==> src/rtl/bp_group_packer.sv <==
// BP-mode ECG group packer: 4-bit header plus four variable-width sample fields, MSB-first, into W-bit words.
// Optional BP_PACK_STATS_EN enables the wrapping completed-group counter on group_count.
module bp_group_packer #(
   parameter int unsigned J = 10,
   parameter int unsigned W = 16
) (
   input  logic                clk,
   input  logic                rst,
   input  logic                in_valid,
   output logic                in_ready,
   input  logic signed [J-1:0] sample_1,
   input  logic signed [J-1:0] sample_2,
   input  logic signed [J-1:0] sample_3,
   input  logic signed [J-1:0] sample_4,
   input  logic [3:0]          bits_req,
   input  logic [1:0]          ecgidx,
   input  logic                flush,
   output logic                out_valid,
   input  logic                out_ready,
   output logic [W-1:0]        out_word,
   output logic                flush_done,
   output logic [15:0]         group_count
);
   localparam int unsigned AW = 2 * W;
   localparam int unsigned CW = $clog2(AW + 1);
   localparam int unsigned FW = J + 1;
   localparam int unsigned HW = 4;

   typedef enum logic [2:0] {IDLE, HDR, S1, S2, S3, S4, FLUSH} state_t;

   state_t        state_q, state_d;
   logic [AW-1:0] acc_q, acc_d, acc_b;
   logic [CW-1:0] cnt_q, cnt_d, cnt_b;
   logic          flush_pend_q, flush_pend_d;
   logic          in_ready_q, in_ready_d;
   logic          flush_done_q, flush_done_d;
   logic [J-1:0]  smp_q [4];
   logic [3:0]    br_q;
   logic [1:0]    ei_q;

   logic          pop, app_ok, accept;
   logic [J-1:0]  s_sel, mag;
   logic [FW-1:0] lmask, fval, f_la;
   logic [CW-1:0] flen;
   logic [AW-1:0] ins;

   assign out_valid  = (cnt_q >= CW'(W));
   assign out_word   = acc_q[AW-1 -: W];
   assign pop        = out_valid && out_ready;
   assign app_ok     = (cnt_q < CW'(W)) || pop;
   assign in_ready   = in_ready_q && !flush;
   assign flush_done = flush_done_q;

   // Field value and width for the current state, left-aligned then placed after the valid bits
   always_comb begin
      s_sel = '0;
      case (state_q)
         S1:      s_sel = smp_q[0];
         S2:      s_sel = smp_q[1];
         S3:      s_sel = smp_q[2];
         S4:      s_sel = smp_q[3];
         default: s_sel = '0;
      endcase
      mag   = s_sel[J-1] ? J'(-s_sel) : s_sel;
      lmask = FW'((FW'(1) << br_q) - FW'(1));
      fval  = '0;
      flen  = '0;
      if (state_q == HDR) begin
         fval = FW'(br_q);
         flen = CW'(HW);
      end else if (32'(br_q) > J) begin
         fval = FW'(s_sel);
         flen = CW'(J);
      end else if (br_q != 4'd0) begin
         if (ei_q == 2'd3) begin
            fval = FW'(s_sel) & lmask;
            flen = CW'(br_q);
         end else begin
            fval = (FW'(s_sel[J-1]) << br_q) | (FW'(mag) & lmask);
            flen = CW'(br_q) + CW'(1);
         end
      end
      f_la = fval << (CW'(FW) - flen);
      ins  = {f_la, {(AW-FW){1'b0}}} >> cnt_b;
   end

   // Next-state: word pop first, then at most one field append or flush padding
   always_comb begin
      state_d      = state_q;
      acc_b        = pop ? (acc_q << W) : acc_q;
      cnt_b        = pop ? (cnt_q - CW'(W)) : cnt_q;
      acc_d        = acc_b;
      cnt_d        = cnt_b;
      flush_pend_d = flush_pend_q || flush;
      accept       = 1'b0;
      case (state_q)
         IDLE: begin
            if (flush_pend_q || flush) begin
               state_d = FLUSH;
            end else if (in_valid && in_ready) begin
               accept  = 1'b1;
               state_d = HDR;
            end
         end
         HDR, S1, S2, S3, S4: begin
            if (app_ok) begin
               acc_d = acc_b | ins;
               cnt_d = cnt_b + flen;
               case (state_q)
                  HDR:     state_d = S1;
                  S1:      state_d = S2;
                  S2:      state_d = S3;
                  S3:      state_d = S4;
                  default: state_d = IDLE;
               endcase
            end
         end
         FLUSH: begin
            if (cnt_q == '0) begin
               state_d      = IDLE;
               flush_pend_d = flush;
            end else if ((cnt_b & CW'(W-1)) != '0) begin
               cnt_d = (cnt_b | CW'(W-1)) + CW'(1);
            end
         end
         default: state_d = IDLE;
      endcase
      in_ready_d   = (state_d == IDLE) && !flush_pend_d;
      flush_done_d = (state_d == FLUSH) && (cnt_d == '0);
   end

   always_ff @(posedge clk or posedge rst) begin
      if (rst) begin
         state_q      <= IDLE;
         acc_q        <= '0;
         cnt_q        <= '0;
         flush_pend_q <= 1'b0;
         in_ready_q   <= 1'b0;
         flush_done_q <= 1'b0;
      end else begin
         state_q      <= state_d;
         acc_q        <= acc_d;
         cnt_q        <= cnt_d;
         flush_pend_q <= flush_pend_d;
         in_ready_q   <= in_ready_d;
         flush_done_q <= flush_done_d;
      end
   end

   always_ff @(posedge clk or posedge rst) begin
      if (rst) begin
         for (int i = 0; i < 4; i++) smp_q[i] <= '0;
         br_q <= '0;
         ei_q <= '0;
      end else if (accept) begin
         smp_q[0] <= sample_1;
         smp_q[1] <= sample_2;
         smp_q[2] <= sample_3;
         smp_q[3] <= sample_4;
         br_q     <= bits_req;
         ei_q     <= ecgidx;
      end
   end

`ifdef BP_PACK_STATS_EN
   logic        grp_done;
   logic [15:0] grp_cnt_q;

   assign grp_done = (state_q == S4) && app_ok;

   always_ff @(posedge clk or posedge rst) begin
      if (rst) grp_cnt_q <= '0;
      else if (grp_done) grp_cnt_q <= grp_cnt_q + 16'd1;
   end

   assign group_count = grp_cnt_q;
`else
   assign group_count = '0;
`endif

endmodule

==> config.mk <==
export PLATFORM = sky130hd
export DESIGN_NAME = bp_group_packer
export DESIGN_NICKNAME = d
export VERILOG_FILES = /design/src/rtl/bp_group_packer.sv
export SDC_FILE = /design/constraint.sdc
export NUM_CORES = 1
export LEC_CHECK = 0
export CORE_ASPECT_RATIO = 1.2
export CORE_MARGIN = 1.5
export CORE_UTILIZATION = 59
export CTS_BUF_LIST = sky130_fd_sc_hd__clkbuf_4
export DETAILED_ROUTE_END_ITERATION = 8
export GPL_ROUTABILITY_DRIVEN = 0
export PLACE_DENSITY = 0.8
export REMOVE_ABC_BUFFERS = 1
export SETUP_SLACK_MARGIN = 0.15
export SLEW_MARGIN = 20
export SYNTH_ARGS = -nofsm -noshare
export SYNTH_HDL_FRONTEND = slang
export SYNTH_SLANG_ARGS = --single-unit
==> constraint.sdc <==
create_clock -name clk -period 5.55 [get_ports clk]
set_clock_uncertainty 0.1 [all_clocks]
set_input_delay 1.3875 -clock clk [delete_from_list [all_inputs] [get_ports clk]]
set_output_delay 1.3875 -clock clk [all_outputs]
set_load 0.02 [all_outputs]
---- Yosys cells after proc, flatten, opt, wreduce, memory -nomap -nowiden ----
Index checks and enable logic that the tools add are counted.
storage, ports and cells
  register bits after elaboration ......... 90
  bits in writable memories ............... 0
  bits in read-only memories .............. 0
  memories kept ........................... 0
  latch bits .............................. 0
  bits of input ports ..................... 51
cells by class
  multiply operators ...................... 0
  add/sub/neg operators ................... 7
  shift operators ......................... 4
  equality and inequality tests ........... 8
  div/mod/pow operators ................... 0
  mux-type cells .......................... 29
  bitwise gates (word level) .............. 4
  magnitude comparators ................... 3
  reduce and logical (&&, ||, !) cells .... 16
operators by type and width
  operator                                            count
  2-to-1 mux 32 bit                                   3
  2-to-1 mux 11 bit                                   4
  one-hot mux 10 bit (4 select lines)                 1
  bitwise OR 32 bit                                   1
  right shift 32 x 6 -> 32 bit                        1
  2-to-1 mux 6 bit                                    4
  bitwise AND 10 x 11 -> 11 bit                       2
  2-to-1 mux 5 bit                                    4
  == test 3 bit, second input constant                4
  logical NOT 6 bit                                   2
  2-to-1 mux 3 bit                                    4
  one-hot mux 3 bit (4 select lines)                  1
  one-hot mux 6 bit (2 select lines)                  1
  bitwise OR 11 bit                                   1
  left shift 1 x 4 -> 11 bit                          1
  left shift 1 x 4 -> 11 bit, first input constant    1
  left shift 11 x 6 -> 11 bit                         1
  subtractor 11 x 2 -> 11 bit, second input constant  1
  2-to-1 mux 10 bit                                   1
  negator 10 bit                                      1
  one-hot mux 3 bit (3 select lines)                  1
  adder 6 x 1 -> 6 bit, second input constant         1
  adder 6 bit                                         1
  == test 3 x 2 -> 1 bit, second input constant       2
  other kinds (16)                                    27

---- Longest topological paths before layout ----
  depth after elaboration ................. 15
  gate-level depth with buffers ........... 21
  mapped depth without buffers ............ 19

---- Worst setup path before layout ----
OpenSTA, ideal clock, no wires.
  path type ............................... register to register
  start ................................... reg br_q[0]
  end ..................................... reg acc_q[9]
  slack ................................... 1,290 ps
  arrival ................................. 4,074 ps
  setup time .............................. 86 ps
  cell stages (with the launch flop) ...... 19
  cell sequence ........................... dfrtp_1 > clkbuf_1 > inv_1 > ha_1 > buf_2 > nor2b_1 > o21a_2 > buf_4 > o31a_1 > inv_1 > clkbuf_1 > ha_1 > buf_2 > inv_1 > a221oi_1 > nand4_1 > and2_1 > mux4_2 > o221ai_2
between the ends
  cells in the longest elaborated chain, start to end .. 13
  elaborated cells on any way between the ends .. 23
ends and longest elaborated chain
  what                              line  RTL
  start, declared                   38    logic [3:0] br_q;
  start signal, assigned            160   br_q <= bits_req;
  left shift 1 x 4 -> 11 bit        65    lmask = FW'((FW'(1) << br_q) - FW'(1));
  subtractor 11 x 2 -> 11 bit       65
  bitwise AND 10 x 11 -> 11 bit     79    fval = (FW'(s_sel[J-1]) << br_q) | (FW'(mag) & lmask);
  bitwise OR 11 bit                 79
  2-to-1 mux 11 bit                 75    if (ei_q == 2'd3) begin
  2-to-1 mux 11 bit                 74    end else if (br_q != 4'd0) begin
  2-to-1 mux 11 bit                 71    end else if (32'(br_q) > J) begin
  2-to-1 mux 11 bit                 68    if (state_q == HDR) begin
  left shift 11 x 6 -> 11 bit (*)   83    f_la = fval << (CW'(FW) - flen);
  right shift 32 x 6 -> 32 bit (*)  84    ins = {f_la, {(AW-FW){1'b0}}} >> cnt_b;
  bitwise OR 32 bit (*)             107   acc_d = acc_b | ins;
  2-to-1 mux 32 bit (*)             106   if (app_ok) begin
  2-to-1 mux 32 bit (*)             96    case (state_q)
  named net acc_d[9]                32    logic [AW-1:0] acc_q, acc_d, acc_b;
  end signal, assigned              135   acc_q <= '0;
  end signal, assigned              142   acc_q <= acc_d;
  end, declared                     32
Mark *: on every way through the listed nets, which the timed path passes. The rest lies on a longest branch.
A chain may end at the register's enable or synchronous reset.

---- Worst setup path after layout ----
Ends and elaborated chain as after synthesis.

==> results.sh <==
export IMPL_status="completed"
export IMPL_layout_commonest_cell="dfrtp_1"
export IMPL_path_max_fanout=15
export IMPL_min_period_over_period_pct=89.69
export IMPL_area_delta_synth_final_pct=9.373
export IMPL_io_buffers=69
export IMPL_min_path_type="reg2reg"
export IMPL_nets=955
export IMPL_grt_pass1_vias=7082
export IMPL_ant_nets=0
export IMPL_ctsHoldBuffers=0
export IMPL_crit_path_end_kind="flip-flop"
export IMPL_worstSetupStartpointType="flip-flop"
export IMPL_synthArstFlopShare_pct=100.0
export IMPL_cts_sinks=90
export IMPL_grt_first_pass_wirelength_mm=35.09
export IMPL_path_clk_slew_ns=0.17
export IMPL_antenna_found_initial=0
export IMPL_p_sw_uw=1494
export IMPL_nFillCells=1029
export IMPL_grt_usage_pct=32.67
export IMPL_path_cells="inv_1, ha_1, and2_1, inv_2, ha_1, nand2b_1, mux2_2, o21ai_0, o2111ai_1, mux2i_1, o21ai_1, o211ai_2, a21oi_2, or3_1, mux4_2, o221ai_2"
export IMPL_hpwl_mm=16.15
export IMPL_ys_seq_area_share_pct=30.40
export IMPL_yosys_warnings=0
export IMPL_firstDrtPassIters=6
export IMPL_arrival_ns=5.28
export IMPL_required_ns=5.85
export IMPL_power_internal_uw=1434
export IMPL_path_class="reg2reg"
export IMPL_vias=7311
export IMPL_rows=44
export IMPL_max_stage_delay_ns=0.58
export IMPL_switching_share_pct=51.03
export IMPL_cts_repair_resized=0
export IMPL_synth_distinct_cells=90
export IMPL_setup_violations=0
export IMPL_synthFlopType="dfrtp_1"
export IMPL_root_buffer="clkbuf_4"
export IMPL_drc=0
export IMPL_peakVddDrop_mv=0.1939
export IMPL_maxCapViolCount=0
export IMPL_rsz0062_at_grt="false"
export IMPL_crit_path_frequent_cell="ha_1"
export IMPL_initial_core_util_pct=60.89
export IMPL_power_density_nw_per_um2=361.4
export IMPL_wl_mm=21.73
export IMPL_seq_power_share_pct=31.0
export IMPL_top_level_ports=86
export IMPL_setup_tns_ns=0
export IMPL_cp_top_family="compound AO/OA/AOI/OAI gates"
export IMPL_n_antenna_cell=0
export IMPL_synth_seq_cells=90
export IMPL_synth_edf_count=0
export IMPL_final_cell_mix="90 x dfrtp_1, 81 x nor2_1, 76 x nand2_1, 69 x clkdlybuf4s50_1, 55 x o21ai_0"
export IMPL_htreeDepth=3
export IMPL_die_h_um=125.8
export IMPL_path_buf_inv=2
export IMPL_fin_hold_ws_ns=0.4214
export IMPL_worstMarginPinSlew_ns=0.8534
export IMPL_dieWidth_um=105.3
export IMPL_p_leak_uw=0.003338
export IMPL_dieArea_um2=13240
export IMPL_wire_per_inst_um=20.64
export IMPL_coreArea_um2=12170
export IMPL_clockBufferDepth=2
export IMPL_grt_max_degree=64
export IMPL_power_frac_comb_pct=56.1
export IMPL_finalHoldViolCount=0
export IMPL_slowest_stage="dfrtp_1"
export IMPL_pwr_share_clk_pct=13.0
export IMPL_post_cts_buffers=0
export IMPL_drive_gt1_share_pct=13.23
export IMPL_clk_latency_ns=0.47
export IMPL_cts_tree="yes"
export IMPL_slew_headroom_pct=43.11
export IMPL_clock_fmax_mhz=200.9
export IMPL_min_period_ns=4.978
export IMPL_vias_per_cell=6.943
export IMPL_synth_area_per_cell_um2=8.584
export IMPL_cts_buffers=9
export IMPL_timing_final_max_slew_violations=0
export IMPL_drt_iter0_markers=770
export IMPL_synth_area_um2=7408
export IMPL_syn_inst=863
export IMPL_gr_total_overflow=0
-- worst paths after layout --
kind / startpoint / to / slack (ns) / depth (start not counted)
hold / removal: acc_q[11]$_DFF_PP0_ / acc_q[11]$_DFF_PP0_ / 0.42 / 2
min in group asynchronous: rst / acc_q[28]$_DFF_PP0_ / 1.31 / 2
setup reg to reg: br_q[0]$_DFFE_PP0P_ / acc_q[9]$_DFF_PP0_ / 0.57 / 16
hold reg to reg: acc_q[11]$_DFF_PP0_ / acc_q[11]$_DFF_PP0_ / 0.42 / 2
max in group asynchronous: rst / smp_q[35]$_DFFE_PP0P_ / 3.18 / 3
setup / recovery: br_q[0]$_DFFE_PP0P_ / acc_q[9]$_DFF_PP0_ / 0.57 / 16
-- kinds of logic after synthesis --
family	after synthesis	share of synthesized area, %
xor gates and xnor gates	9	1.064
muxes	86	12.67
and+or+nand+nor	284	18.78
other	1	0.05062
adders and majority gates	17	2.972
buffers and inverters	110	8.005
AOI/OAI and AO/OA	266	26.06
DFF	90	30.40
-- metal layers --
metal  GRT usage [%]  part of all wire (%)
met4           19.98                   6.1
met2           54.71                    48
met3           5.694                   8.9
met5               0                     0
met1           39.03                    37
-- per-stage QoR --
step / util, % / total power [uW] / instances / setup slack [ns] / cell area (um2)
floorplan: - / 1969 / 797 / 1.194 / 6980
global placement: 65.35 / 2448 / 1037 / 0.7998 / 7951
detailed placement: 65.35 / 2492 / 1037 / 0.6602 / 7951
CTS: 66.54 / 2873 / 1053 / 0.6189 / 8095
global route: 66.60 / 3070 / 1053 / 0.2728 / 8103
finish: 66.60 / 2929 / 1053 / 0.5719 / 8103
-- cell usage after synthesis (12+ instances only) --
library cell	count	area [um2]
a21oi_1	42	210.2
buf_4	37	277.8
clkbuf_1	29	108.9
dfrtp_1	90	2252
ha_1	16	200.2
inv_1	23	86.33
mux2_2	52	585.6
mux2i_1	33	330.3
nand2_1	76	285.3
nand3_1	21	105.1
nand4_1	14	87.58
nor2_1	81	304.0
nor3_1	26	130.1
nor4_1	12	75.07
o211ai_1	17	127.6
o21ai_0	55	275.3
o221ai_1	15	131.4
o22ai_1	12	75.07
-- cell type report --
class / instances / area (um2) / share of cell area, %
Inverter: 28 / 107.6 / 1.328
Timing Repair Buffer: 79 / 765.7 / 9.450
Tap cell: 161 / 201.4 / 2.486
Multi-Input combinational cell: 679 / 4632 / 57.16
Clock buffer: 9 / 67.56 / 0.8338
Sequential cell: 90 / 2252 / 27.79
Clock inverter: 7 / 76.32 / 0.9419
-- flip-flops by register name, summed over array words and instances, names as in the netlist --
signal        flops
acc_q            32
br_q              4
cnt_q             6
ei_q              2
flush_done        1
flush_pend_q      1
in_ready_q        1
smp_q            40
state_q           3
-- power by group through the flow --
| stage | logic, uW | clock network (uW) | registers, uW |
|---|---|---|---|
| 6_report | 1640 | 380 | 907 |
| 5_1_grt | 1740 | 409 | 919 |
| 4_1_cts | 1580 | 387 | 901 |
| 3_5_place_dp | 1580 | 0 | 914 |
| 3_3_place_gp | 1540 | 0 | 907 |
| 2_1_floorplan | 1010 | 0 | 961 |
-- worst reg2reg max path, delay by kind of cell (launching register included) --
family / cells / cell delay (ns)
simple gates: 3 / 0.76
fa+ha+maj: 2 / 0.71
compound gates: 6 / 1.37
mux: 3 / 1.16
flops: 1 / 0.58
buf+inv: 2 / 0.25
Note: power is estimated with default switching activity, not from simulation.
